[src/rtl/riscv_timer_ctrl.sv]
// Machine-timer front-end: prescaled counter tick, 64-bit compare with sticky irq, register port.
// Reads return 1 cycle after i_rd_en, irq rises 2 cycles after match; no backpressure, writes always accepted.
module riscv_timer_ctrl #(
  parameter int DIV_W = 16
) (
  input  logic             clk,
  input  logic             rst,
  input  logic [DIV_W-1:0] i_div,
  input  logic [63:0]      i_cnt_value,
  output logic             o_incr_en,
  input  logic             i_wr_en,
  input  logic [2:0]       i_wr_addr,
  input  logic [31:0]      i_wr_data,
  input  logic             i_rd_en,
  input  logic [2:0]       i_rd_addr,
  output logic [31:0]      o_rd_data,
  output logic             o_rd_valid,
  output logic             o_timer_irq
);

  localparam logic [2:0] ADDR_CMP_LO  = 3'd0;
  localparam logic [2:0] ADDR_CMP_HI  = 3'd1;
  localparam logic [2:0] ADDR_CTRL    = 3'd2;
  localparam logic [2:0] ADDR_STATUS  = 3'd3;
  localparam logic [2:0] ADDR_TIME_LO = 3'd4;
  localparam logic [2:0] ADDR_TIME_HI = 3'd5;

  logic [63:0]      cmp_q, cmp_d;
  logic             en_q, en_d;
  logic             irq_en_q, irq_en_d;
  logic             pending_q, pending_d;
  logic             hold_q, hold_d;
  logic [DIV_W-1:0] presc_q, presc_d;
  logic [31:0]      shadow_q, shadow_d;
  logic             incr_q, incr_d;
  logic [31:0]      rd_data_q, rd_data_d;
  logic             rd_valid_q, rd_valid_d;
  logic             irq_q, irq_d;

  logic wr_lo, wr_hi, wr_ctrl, irq_set, irq_clr;

  always_comb begin
    cmp_d      = cmp_q;
    en_d       = en_q;
    irq_en_d   = irq_en_q;
    hold_d     = hold_q;
    presc_d    = presc_q;
    shadow_d   = shadow_q;
    incr_d     = 1'b0;
    rd_data_d  = rd_data_q;
    rd_valid_d = i_rd_en;
    irq_d      = pending_q & irq_en_q;

    wr_lo   = i_wr_en && (i_wr_addr == ADDR_CMP_LO);
    wr_hi   = i_wr_en && (i_wr_addr == ADDR_CMP_HI);
    wr_ctrl = i_wr_en && (i_wr_addr == ADDR_CTRL);

    if (en_q) begin
      if (presc_q == i_div) begin
        presc_d = '0;
        incr_d  = 1'b1;
      end else begin
        presc_d = presc_q + 1'b1;
      end
    end else begin
      presc_d = '0;
    end

    // Hold masks the compare while the two halves of a new compare value are being written.
    irq_set   = irq_en_q && !hold_q && (i_cnt_value >= cmp_q);
    irq_clr   = wr_lo || wr_hi || (wr_ctrl && i_wr_data[2]);
    pending_d = irq_clr ? 1'b0 : (pending_q | irq_set);

    if (wr_lo) begin
      cmp_d[31:0] = i_wr_data;
      hold_d      = 1'b1;
    end
    if (wr_hi) begin
      cmp_d[63:32] = i_wr_data;
      hold_d       = 1'b0;
    end
    if (wr_ctrl) begin
      en_d     = i_wr_data[0];
      irq_en_d = i_wr_data[1];
    end

    if (i_rd_en) begin
      case (i_rd_addr)
        ADDR_CMP_LO:  rd_data_d = cmp_q[31:0];
        ADDR_CMP_HI:  rd_data_d = cmp_q[63:32];
        ADDR_CTRL:    rd_data_d = {30'd0, irq_en_q, en_q};
        ADDR_STATUS:  rd_data_d = {30'd0, hold_q, pending_q};
        ADDR_TIME_LO: begin
          rd_data_d = i_cnt_value[31:0];
          shadow_d  = i_cnt_value[63:32];
        end
        ADDR_TIME_HI: rd_data_d = shadow_q;
        default:      rd_data_d = 32'd0;
      endcase
    end
  end

  always_ff @(posedge clk) begin
    if (!rst) begin
      cmp_q      <= '1;
      en_q       <= 1'b0;
      irq_en_q   <= 1'b0;
      pending_q  <= 1'b0;
      hold_q     <= 1'b0;
      presc_q    <= '0;
      shadow_q   <= '0;
      incr_q     <= 1'b0;
      rd_data_q  <= '0;
      rd_valid_q <= 1'b0;
      irq_q      <= 1'b0;
    end else begin
      cmp_q      <= cmp_d;
      en_q       <= en_d;
      irq_en_q   <= irq_en_d;
      pending_q  <= pending_d;
      hold_q     <= hold_d;
      presc_q    <= presc_d;
      shadow_q   <= shadow_d;
      incr_q     <= incr_d;
      rd_data_q  <= rd_data_d;
      rd_valid_q <= rd_valid_d;
      irq_q      <= irq_d;
    end
  end

  assign o_incr_en   = incr_q;
  assign o_rd_data   = rd_data_q;
  assign o_rd_valid  = rd_valid_q;
  assign o_timer_irq = irq_q;

endmodule

[config.mk]
export PLATFORM = sky130hd
export DESIGN_NAME = riscv_timer_ctrl
export DESIGN_NICKNAME = d
export VERILOG_FILES = /design/src/rtl/riscv_timer_ctrl.sv
export SDC_FILE = /design/constraint.sdc
export NUM_CORES = 1
export LEC_CHECK = 0
export CAP_MARGIN = 0
export CORE_ASPECT_RATIO = 0.75
export CORE_UTILIZATION = 45
export CTS_CLUSTER_DIAMETER = 60
export DETAILED_ROUTE_END_ITERATION = 12
export PLACE_DENSITY = 0.71
export RECOVER_POWER = 100
export SLEW_MARGIN = 20
export SYNTH_ARGS = -nofsm -noshare
export SYNTH_HDL_FRONTEND = slang
export SYNTH_SLANG_ARGS = --single-unit
[constraint.sdc]
create_clock -name clk -period 4.8 [get_ports clk]
set_input_delay 0.96 -clock clk [delete_from_list [all_inputs] [get_ports clk]]
set_output_delay 0.96 -clock clk [all_outputs]
set_load 0.02 [all_outputs]
==> flow_metrics.env <==
export IMPL_cts_buffers=17
export IMPL_worst_setup_path_start_kind="input port"
export IMPL_wirelength_um=22200
export IMPL_synth_seq_area_share=0.383
export IMPL_hp_class="reg -> reg"
export IMPL_fin_setup_tns_ns=0
export IMPL_cts_root_buf="clkbuf_16"
export IMPL_final_cells=1309
export IMPL_die_w_um=155
export IMPL_dp_hpwl_um=15500
export IMPL_relSlewSlack=-0.0278
export IMPL_path_max_fanout=18
export IMPL_ys_warn_count=0
export IMPL_wl_per_cell_um=17.0
export IMPL_fmax_mhz=265
export IMPL_core_area_um2=17000
export IMPL_numPortBuffers=156
export IMPL_syn_area_um2=7890
export IMPL_track_usage=0.251
export IMPL_grt_pass1_vias=6654
export IMPL_nets=1246
export IMPL_cts_buffer_depth=2
export IMPL_endpoint_kind="register"
export IMPL_min_delay_start="shadow_q[23]"
export IMPL_gp_congestion=0.823
export IMPL_dpl_cell_count=1276
export IMPL_ctsResizeCount=0
export IMPL_ir_worst_vdd_mv=0.229
export IMPL_die_y_um=117
export IMPL_power_density_nw_per_um2=308
export IMPL_cts_setup_buffers=0
export IMPL_cp_arrival_ns=4.13
export IMPL_intPower_uw=2370
export IMPL_synth_async_reset_ratio=0
export IMPL_fin_worst_skew_ns=0.00969
export IMPL_dr_total_vias=7131
export IMPL_synth_flop_cell="dfxtp_1"
export IMPL_final_layout_size_suffix_gt1_frac=0.0466
export IMPL_required_ns=5.17
export IMPL_first_pass_iters=5
export IMPL_start_util=0.465
export IMPL_setup_viol=0
export IMPL_drv_slew=19
export IMPL_hold_violations=0
export IMPL_p_comb_frac=0.131
export IMPL_synth_edf_count=0
export IMPL_cap_violations=1
export IMPL_outcome="finished, violations left"
export IMPL_synthToLayoutAreaGrowth_pct=29.3
export IMPL_p_sw_uw=773
export IMPL_syn_nets=1117
export IMPL_clk_pin_slew_ns=0.06
export IMPL_drtIter0Drc=416
export IMPL_cts_tree="built"
export IMPL_ys_seq_elements=151
export IMPL_cts_sinks=151
export IMPL_swShare=0.246
export IMPL_drc=0
export IMPL_startpoint="i_rd_addr[2]"
export IMPL_fill_cells=1536
export IMPL_p_leak_uw=0.00443
export IMPL_period_needed_ns=3.77
export IMPL_grt_max_degree=70
export IMPL_synth_cells=930
export IMPL_syn_mean_instance_area_um2=8.48
export IMPL_crit_type="in -> reg"
export IMPL_num_rows=41
export IMPL_grt_pass1_wl_um=35000
export IMPL_violations="capacitance limit, slew limit"
export IMPL_period_share=0.785
export IMPL_antenna_found_initial=1
export IMPL_vias_per_cell=5.45
export IMPL_die_area_um2=18100
export IMPL_hold_buffers=0
export IMPL_seq_power_share=0.418
export IMPL_pwr_share_clk=0.451
export IMPL_htree_levels=4
export IMPL_ios=157
export IMPL_ys_types=47
export IMPL_rsz0062_at_grt="no"
export IMPL_grt_ovfl_total=0
export IMPL_clkLatencyLatePin_ns=0.43
export IMPL_reg2reg_from="cmp_q[59]"
export IMPL_tightestPinTransition_ns=1.54
export IMPL_ant_nets=0
[metrics by stage]
step	hold WS, ns	setup WS [ns]	utilization	instance area (um2)	total power (uW)
after detailed placement	0.447	1.41	0.566	9600	1760
after floorplan	0.433	2.43	-	7890	1550
after CTS	0.456	1.84	0.602	10200	3160
after global routing	0.477	0.881	0.600	10200	3260
after global placement	0.442	1.49	0.566	9600	1750
final	0.455	1.03	0.600	10200	3140
[path summary, 6_finish.rpt]
kind	endpoint	slack [ns]	cells after the start
worst min register to register	shadow_q[23]	0.46	2
worst max register to register	pending_q	2.71	7
worst max-delay path	o_rd_data[28]	1.03	7
worst min-delay path	shadow_q[23]	0.46	2
[flip-flops by register name, indices dropped and copies added (netlist names)]
name / cells
cmp_q: 64
en_q: 1
hold_q: 1
irq_en_q: 1
o_incr_en: 1
o_rd_data: 32
o_rd_valid: 1
o_timer_irq: 1
pending_q: 1
presc_q: 16
shadow_q: 32
[cells by family (layout without fill, tap and decap cells)]
logic type	Yosys count	count (layout)	synth area share
and+or+nand+nor	271	271	0.162
AOI/OAI and AO/OA	248	248	0.230
buffers and inverters	158	300	0.0796
DFF	151	151	0.383
adders and majority gates	65	65	0.103
xor gates and xnor gates	30	30	0.0333
muxes	7	7	0.00920
other	0	1	0
[cell type report]
class	count	area [um2]	area share
Clock buffer	21	480	0.0471
Inverter	99	372	0.0364
Tap cell	236	295	0.0290
Multi-Input combinational cell	621	4240	0.416
Sequential cell	151	3020	0.296
Clock inverter	11	145	0.0142
Timing Repair Buffer	169	1640	0.160
Antenna cell	1	2.50	0.000245
[placed cells by master, fill, tap and decap left out, drive strengths merged, types with 6 or more instances in the layout]
master         instances
dfxtp                151
nand2                149
clkdlybuf4s50        116
inv                  100
o211ai                65
ha                    65
dlygate4sd3           39
a221oi                35
a21boi                33
and2                  33
nor2                  30
a22o                  30
o22ai                 30
clkbuf                27
xor2                  24
a21oi                 24
o21ai                 15
nand3                 14
nand4                 13
buf                    8
xnor2                  6
a21o                   6
nor4                   6
[routing by layer]
metal  global-route usage  part of all wire  up-vias
met5                    0                 0        -
met4               0.0667             0.010        0
met3               0.0597             0.068       22
met2                0.368              0.43      235
met1                0.364              0.50     3339
li1                     -                 -     3535
[cell usage after synthesis, types with 12 or more instances]
cell	number	area share
a221oi_1	35	0.039
a21oi_1	24	0.015
o211ai_1	65	0.062
inv_1	99	0.047
buf_2	15	0.0095
a22o_1	30	0.033
o21ai_0	14	0.0089
nand3_1	14	0.0089
ha_1	65	0.10
and2_1	33	0.026
xor2_1	24	0.027
nand2_1	149	0.071
a21boi_0	12	0.011
clkbuf_1	36	0.017
nor2_1	30	0.014
a21boi_1	21	0.020
dfxtp_1	151	0.38
o22ai_1	30	0.024
[worst max-delay path, stage by stage]
cell	delay (ns)
dlygate4sd3_1	0.77
nand2_1	0.10
nor2_1	1.15
clkbuf_1	0.64
a221oi_1	0.20
o22ai_1	0.15
and2_0	0.15
[power groups by stage]
stage | registers (uW) | logic, uW | clock network, uW
2_1_floorplan | 1350 | 198 | 0
4_1_cts | 1310 | 421 | 1430
6_report | 1310 | 413 | 1420
3_5_place_dp | 1340 | 417 | 0
3_3_place_gp | 1340 | 415 | 0
5_1_grt | 1320 | 451 | 1490
(Power assumes the default switching activity.)
